**src/rtl/load_align_unit.sv**
```systemverilog
// load_align_unit: handshaked load-data unit between the core load path and
// the AXI4 read master. Issues one (or, for spanning loads, two) bus-aligned
// read beats, then merges, byte-aligns and sign/zero-extends the result.
// Optional feature macro: MISALIGN_SPLIT_EN. When defined, loads that span a
// beat boundary are split into two beats. When undefined, such loads fault
// without touching the bus.
module load_align_unit #(
  parameter int XLEN = 64
) (
  input  logic            clk,
  input  logic            rst,
  input  logic            req_valid,
  output logic            req_ready,
  input  logic [XLEN-1:0] req_addr,
  input  logic [2:0]      req_fun3,
  output logic            mem_rd_valid,
  input  logic            mem_rd_ready,
  output logic [XLEN-1:0] mem_rd_addr,
  input  logic            mem_rsp_valid,
  input  logic [XLEN-1:0] mem_rsp_data,
  input  logic            mem_rsp_err,
  output logic            rsp_valid,
  input  logic            rsp_ready,
  output logic [XLEN-1:0] rsp_data,
  output logic            rsp_err
);

  localparam int NB = XLEN / 8;
  localparam int OW = $clog2(NB);

  typedef enum logic [2:0] {
    S_IDLE,
    S_ISSUE0,
    S_WAIT0,
`ifdef MISALIGN_SPLIT_EN
    S_ISSUE1,
    S_WAIT1,
`endif
    S_DONE
  } state_e;

  state_e          state_q, state_d;
  logic [2:0]      fun3_q, fun3_d;
  logic [OW-1:0]   offset_q, offset_d;
  logic [XLEN-1:0] mem_rd_addr_q, mem_rd_addr_d;
  logic [XLEN-1:0] rsp_data_q, rsp_data_d;
  logic            rsp_err_q, rsp_err_d;
`ifdef MISALIGN_SPLIT_EN
  logic [XLEN-1:0] beat0_q, beat0_d;
`endif

  // fun3 values this XLEN can execute; 111 never, ld/lwu only on RV64.
  function automatic logic fun3_legal(input logic [2:0] f);
    if (f == 3'b111) return 1'b0;
    if ((XLEN == 32) && ((f == 3'b011) || (f == 3'b110))) return 1'b0;
    return 1'b1;
  endfunction

  // True when the access runs past the end of its first beat.
  function automatic logic is_span(input logic [OW-1:0] off, input logic [1:0] code);
    logic [OW+1:0] sum;
    sum = (OW+2)'(off) + ((OW+2)'(1) << code);
    return sum > (OW+2)'(NB);
  endfunction

  // Shift the two-beat window down to the addressed byte, then keep the
  // access width and extend per fun3[2]. A full-width load is passed through.
  function automatic logic [XLEN-1:0] align(input logic [XLEN-1:0] hi,
                                            input logic [XLEN-1:0] lo,
                                            input logic [OW-1:0]   off,
                                            input logic [2:0]      f);
    logic [2*XLEN-1:0] window;
    logic [XLEN-1:0]   low;
    logic [XLEN-1:0]   mask;
    logic              sign;
    int                nbits;
    window = {hi, lo} >> {off, 3'b000};
    low    = window[XLEN-1:0];
    nbits  = 8 << f[1:0];
    if (nbits >= XLEN) return low;
    mask = ~({XLEN{1'b1}} << nbits);
    sign = ~f[2] & low[nbits-1];
    return (low & mask) | ({XLEN{sign}} & ~mask);
  endfunction

  // Handshake strobes decode straight from the state register.
  assign req_ready    = (state_q == S_IDLE) && !rst;
`ifdef MISALIGN_SPLIT_EN
  assign mem_rd_valid = (state_q == S_ISSUE0) || (state_q == S_ISSUE1);
`else
  assign mem_rd_valid = (state_q == S_ISSUE0);
`endif
  assign rsp_valid    = (state_q == S_DONE);
  assign mem_rd_addr  = mem_rd_addr_q;
  assign rsp_data     = rsp_data_q;
  assign rsp_err      = rsp_err_q;

  // Next-state and next-datapath computation for the load sequencer.
  always_comb begin
    // NOTE: every variable gets a default here so no path leaves it unassigned, which would infer a latch.
    state_d       = state_q;
    fun3_d        = fun3_q;
    offset_d      = offset_q;
    mem_rd_addr_d = mem_rd_addr_q;
    rsp_data_d    = rsp_data_q;
    rsp_err_d     = rsp_err_q;
`ifdef MISALIGN_SPLIT_EN
    beat0_d       = beat0_q;
`endif
    case (state_q)
      S_IDLE: begin
        if (req_valid) begin
          fun3_d     = req_fun3;
          offset_d   = req_addr[OW-1:0];
          rsp_data_d = '0;
          rsp_err_d  = 1'b0;
          if (!fun3_legal(req_fun3)) begin
            state_d   = S_DONE;
            rsp_err_d = 1'b1;
          end
`ifndef MISALIGN_SPLIT_EN
          else if (is_span(req_addr[OW-1:0], req_fun3[1:0])) begin
            state_d   = S_DONE;
            rsp_err_d = 1'b1;
          end
`endif
          else begin
            state_d       = S_ISSUE0;
            mem_rd_addr_d = {req_addr[XLEN-1:OW], OW'(0)};
          end
        end
      end
      S_ISSUE0: if (mem_rd_ready) state_d = S_WAIT0;
      S_WAIT0: begin
        if (mem_rsp_valid) begin
          if (mem_rsp_err) begin
            state_d    = S_DONE;
            rsp_err_d  = 1'b1;
            rsp_data_d = '0;
          end
`ifdef MISALIGN_SPLIT_EN
          else if (is_span(offset_q, fun3_q[1:0])) begin
            state_d       = S_ISSUE1;
            beat0_d       = mem_rsp_data;
            mem_rd_addr_d = mem_rd_addr_q + XLEN'(NB);
          end
`endif
          else begin
            state_d    = S_DONE;
            rsp_data_d = align('0, mem_rsp_data, offset_q, fun3_q);
          end
        end
      end
`ifdef MISALIGN_SPLIT_EN
      S_ISSUE1: if (mem_rd_ready) state_d = S_WAIT1;
      S_WAIT1: begin
        if (mem_rsp_valid) begin
          state_d = S_DONE;
          if (mem_rsp_err) begin
            rsp_err_d  = 1'b1;
            rsp_data_d = '0;
          end else begin
            rsp_data_d = align(mem_rsp_data, beat0_q, offset_q, fun3_q);
          end
        end
      end
`endif
      S_DONE: if (rsp_ready) state_d = S_IDLE;
      default: state_d = S_IDLE;
    endcase
  end

  // State and datapath registers with synchronous reset.
  always_ff @(posedge clk) begin
    // NOTE: non-blocking assignments so every flop samples pre-edge values regardless of statement order.
    if (rst) begin
      state_q       <= S_IDLE;
      fun3_q        <= '0;
      offset_q      <= '0;
      mem_rd_addr_q <= '0;
      rsp_data_q    <= '0;
      rsp_err_q     <= 1'b0;
`ifdef MISALIGN_SPLIT_EN
      beat0_q       <= '0;
`endif
    end else begin
      state_q       <= state_d;
      fun3_q        <= fun3_d;
      offset_q      <= offset_d;
      mem_rd_addr_q <= mem_rd_addr_d;
      rsp_data_q    <= rsp_data_d;
      rsp_err_q     <= rsp_err_d;
`ifdef MISALIGN_SPLIT_EN
      beat0_q       <= beat0_d;
`endif
    end
  end

endmodule

```
**config.mk**
```make
export PLATFORM = sky130hd
export DESIGN_NAME = load_align_unit
export DESIGN_NICKNAME = d
export VERILOG_FILES = /design/src/rtl/load_align_unit.sv
export SDC_FILE = /design/constraint.sdc
export NUM_CORES = 1
export LEC_CHECK = 0
export CAP_MARGIN = 10
export CELL_PAD_IN_SITES_DETAIL_PLACEMENT = 2
export CELL_PAD_IN_SITES_GLOBAL_PLACEMENT = 2
export CORE_ASPECT_RATIO = 1.75
export CORE_MARGIN = 1.5
export CORE_UTILIZATION = 22
export CTS_CLUSTER_DIAMETER = 120
export DETAILED_ROUTE_END_ITERATION = 6
export MAX_ROUTING_LAYER = met4
export PLACE_DENSITY = 0.79
export SYNTH_ARGS = -nofsm -noshare
export SYNTH_HDL_FRONTEND = slang
export SYNTH_SLANG_ARGS = --single-unit
```
**constraint.sdc**
```tcl
create_clock -name clk -period 2.3 [get_ports clk]
set_clock_uncertainty 0.1 [all_clocks]
set_input_delay 0.46 -clock clk [delete_from_list [all_inputs] [get_ports clk]]
set_output_delay 0.46 -clock clk [all_outputs]
set_load 0.1 [all_outputs]
```
==> qor.yml <==
outcome: "finished with violations"
violations: "negative setup slack"
clk_pin_slew_worst_paths_ns: 0.06
grt_pass1_vias: 8306
fp.dieW_um: 136
yosys-top-cells-count: "nand2_1 (186), dfxtp_1 (134), a21oi_1 (89)"
drv_cap: 0
post-dp-hpwl_mm: 24.4
num_vias: 7511
areaGrowthSynthToFinish_pct: 68.3
regArea_um2: 2690
cts_num_sinks: 134
period_share: 1.03
leakage_nw: 4.76
fin_crit_ns: 2.37
worstHoldEndpoint: "offset_q[0]"
fmax_mhz: 422
utilization: 0.375
ys.flop_type: "dfxtp_1"
cts_buffer_depth: 2
gp_congestion: 0.871
port_buffers: 266
synthArstFlopShare: 0
rows: 85
slowest_delay_ns: 0.45
holdBufCountCts: 0
maxSlewViolCount: 0
ant_nets: 0
ys_warn_count: 0
io-pin-count: 270
die_h_um: 236
cp-start-kind: "input port"
hold_path_class: "in -> reg"
start_util: 0.223
via_per_inst: 4.93
insertion_delay_ns: 0.44
crit_arrival_ns: 2.54
r2r_end: "rsp_data[16]"
crit_type: "in -> reg"
r2r-start: "offset_q[1]"
netlist.area_leader.share: 0.393
setup_ws_ns: -0.0674
cts_tree: "yes"
drc: 0
grt_antenna_before_repair: 1
hold_slack_ns: 0.331
seq_area_frac_synth: 0.393
r2r_cells: 8
synth_edf_count: 0
rsz0062_at_grt: "yes"
end_kind: "flop"
crit_cells: 12
synth_seq_cells: 134
avgRoutedWirePerCell_um: 23.0
critical_path.top_delay_family: "buffers and inverters"
synth_area_um2: 6820
hold_violations: 0
num-nets-final: 1264
cp_cell_sequence: "buf_8 -> nor2_4 -> ha_4 -> inv_2 -> fa_2 -> xor2_1 -> nand3b_1 -> buf_4 -> a311o_2 -> bufbuf_16 -> nand2_1 -> a21oi_1"
multiInputGateArea_um2: 4150
maxSlewHeadroom: 0.286
cp.required_ns: 2.47
drive_gt1_frac: 0.336
finalSetupViolCount: 61
tightest_slew_ns: 1.07
grt_pass1_wl_mm: 51.3
path_buf_inv: 4
core_um2: 30600
slowest_stage: "a311o_2"
peakVddDrop_uv: 564
clockRootBuffer: "clkbuf_16"
ff2ff_setup_slack_ns: 0.02
cts_buffers: 17
overflow: 0
holdPathStages: 4
hp-start: "req_addr[0]"
groute.usage.overall: 0.224
yosys-top-cells-area: "dfxtp_1 (39%), nand2_1 (10%), mux2i_1 (7.0%)"
drtIter0Drc: 273
path_max_fanout: 9
power.density_nw_per_um2: 928
yosysMostFrequentCell: "nand2_1"
grt_max_degree: 94
netlist_instances: 810
wl_mm: 35.1
dieArea_um2: 32100
synth_cell_types: 57
htree_num_levels: 4
drt_pass1_iterations: 4
syn_avg_cell_area_um2: 8.42
yosys.area.top_type: "dfxtp_1"
fill_cells: 3395
-- worst reg2reg max path, stage by stage (launching register included) --
cell     delay (ns)
dfxtp_4        0.38
buf_8          0.15
mux2i_2        0.16
mux4_2         0.53
nor4b_4        0.34
buf_4          0.17
a21oi_4        0.05
buf_12         0.17
a31oi_1        0.15
-- power by group --
| part | total (W) | internal [W] | switching (W) | leakage (nW) |
|---|---|---|---|---|
| logic | 0.00512 | 0.00178 | 0.00335 | 3.39 |
| clock network | 0.00278 | 0.00160 | 0.00118 | 0.280 |
| registers | 0.00275 | 0.00255 | 0.000203 | 1.09 |
| total | 0.0107 | 0.00592 | 0.00473 | 4.76 |
-- layer usage --
| layer | track usage | share of wire |
|---|---|---|
| met1 | 0.206 | 0.34 |
| met2 | 0.438 | 0.59 |
| met3 | 0.0335 | 0.030 |
| met4 | 0.102 | 0.040 |
| met5 | - | 0 |
-- state kept, by name (all words and copies together), names as in the netlist --
name,count
state_q,2
fun3_q,3
rsp_err,1
rsp_data,64
mem_rd_addr,61
offset_q,3
-- how the worst max path moves through the flow --
stage | start | end | slack (ns)
floorplan | req_fun3[0] | mem_rd_addr[16] | -0.07
global placement | req_fun3[0] | mem_rd_addr[6] | -0.81
detailed placement | req_fun3[0] | mem_rd_addr[18] | -0.93
CTS | req_fun3[1] | mem_rd_addr[3] | -0.08
global route | req_fun3[1] | mem_rd_addr[53] | -0.14
finish | req_fun3[1] | mem_rd_addr[31] | -0.07
-- per-stage QoR --
step                      instance area, µm²  std cells  setup TNS (ns)  worst slack (ns)  power, W
after detailed placement               10000       1463          -79.13            -0.926   0.00721
after global placement                 10000       1463          -69.14            -0.805   0.00711
after global routing                   11500       1523           -6.64            -0.142    0.0111
after floorplan                         6900        812           -3.84           -0.0685   0.00573
after CTS                              11100       1516           -3.79           -0.0797    0.0106
final                                  11500       1523           -2.68           -0.0674    0.0107
-- cells by family (layout without fill, tap and decap cells) --
| kind of cell | after synthesis | in the layout | synth area share |
|---|---|---|---|
| muxes | 80 | 80 | 0.148 |
| adders and majority gates | 8 | 8 | 0.0158 |
| buffers and inverters | 88 | 407 | 0.0582 |
| and+or+nand+nor | 292 | 292 | 0.188 |
| DFF | 134 | 134 | 0.393 |
| xor gates and xnor gates | 1 | 1 | 0.00128 |
| other | 1 | 4 | 0.000550 |
| AOI/OAI and AO/OA | 206 | 206 | 0.195 |
-- area by class of cell --
class                   count  area share
repair buffers            360       0.306
diodes                      1    0.000218
clock buffers              17      0.0371
clock inverters            15      0.0133
well taps                 391      0.0426
flip-flops and latches    134       0.234
multi-input cells         590       0.361
inverters                  15     0.00491
-- cell usage in the layout, fill, tap and decap left out, drive strengths merged, types with 7 or more instances in the layout --
| cell | instances |
|---|---|
| a2111oi | 8 |
| a211o | 7 |
| a211oi | 9 |
| a21oi | 90 |
| a221oi | 24 |
| a31oi | 8 |
| buf | 223 |
| clkbuf | 20 |
| clkdlybuf4s50 | 129 |
| dfxtp | 134 |
| ha | 7 |
| inv | 19 |
| mux2 | 17 |
| mux2i | 48 |
| mux4 | 15 |
| nand2 | 186 |
| nand2b | 19 |
| nand3 | 9 |
| nor2 | 42 |
| nor2b | 9 |
| o21ai | 38 |
-- repair_timing --
action,4_1_cts,5_1_grt
resized for setup,66,63
gates cloned,11,4
buffers inserted,10,5
endpoints found under the setup margin,86,109
pin swaps,17,18
Power figures use the tool's default switching activity.
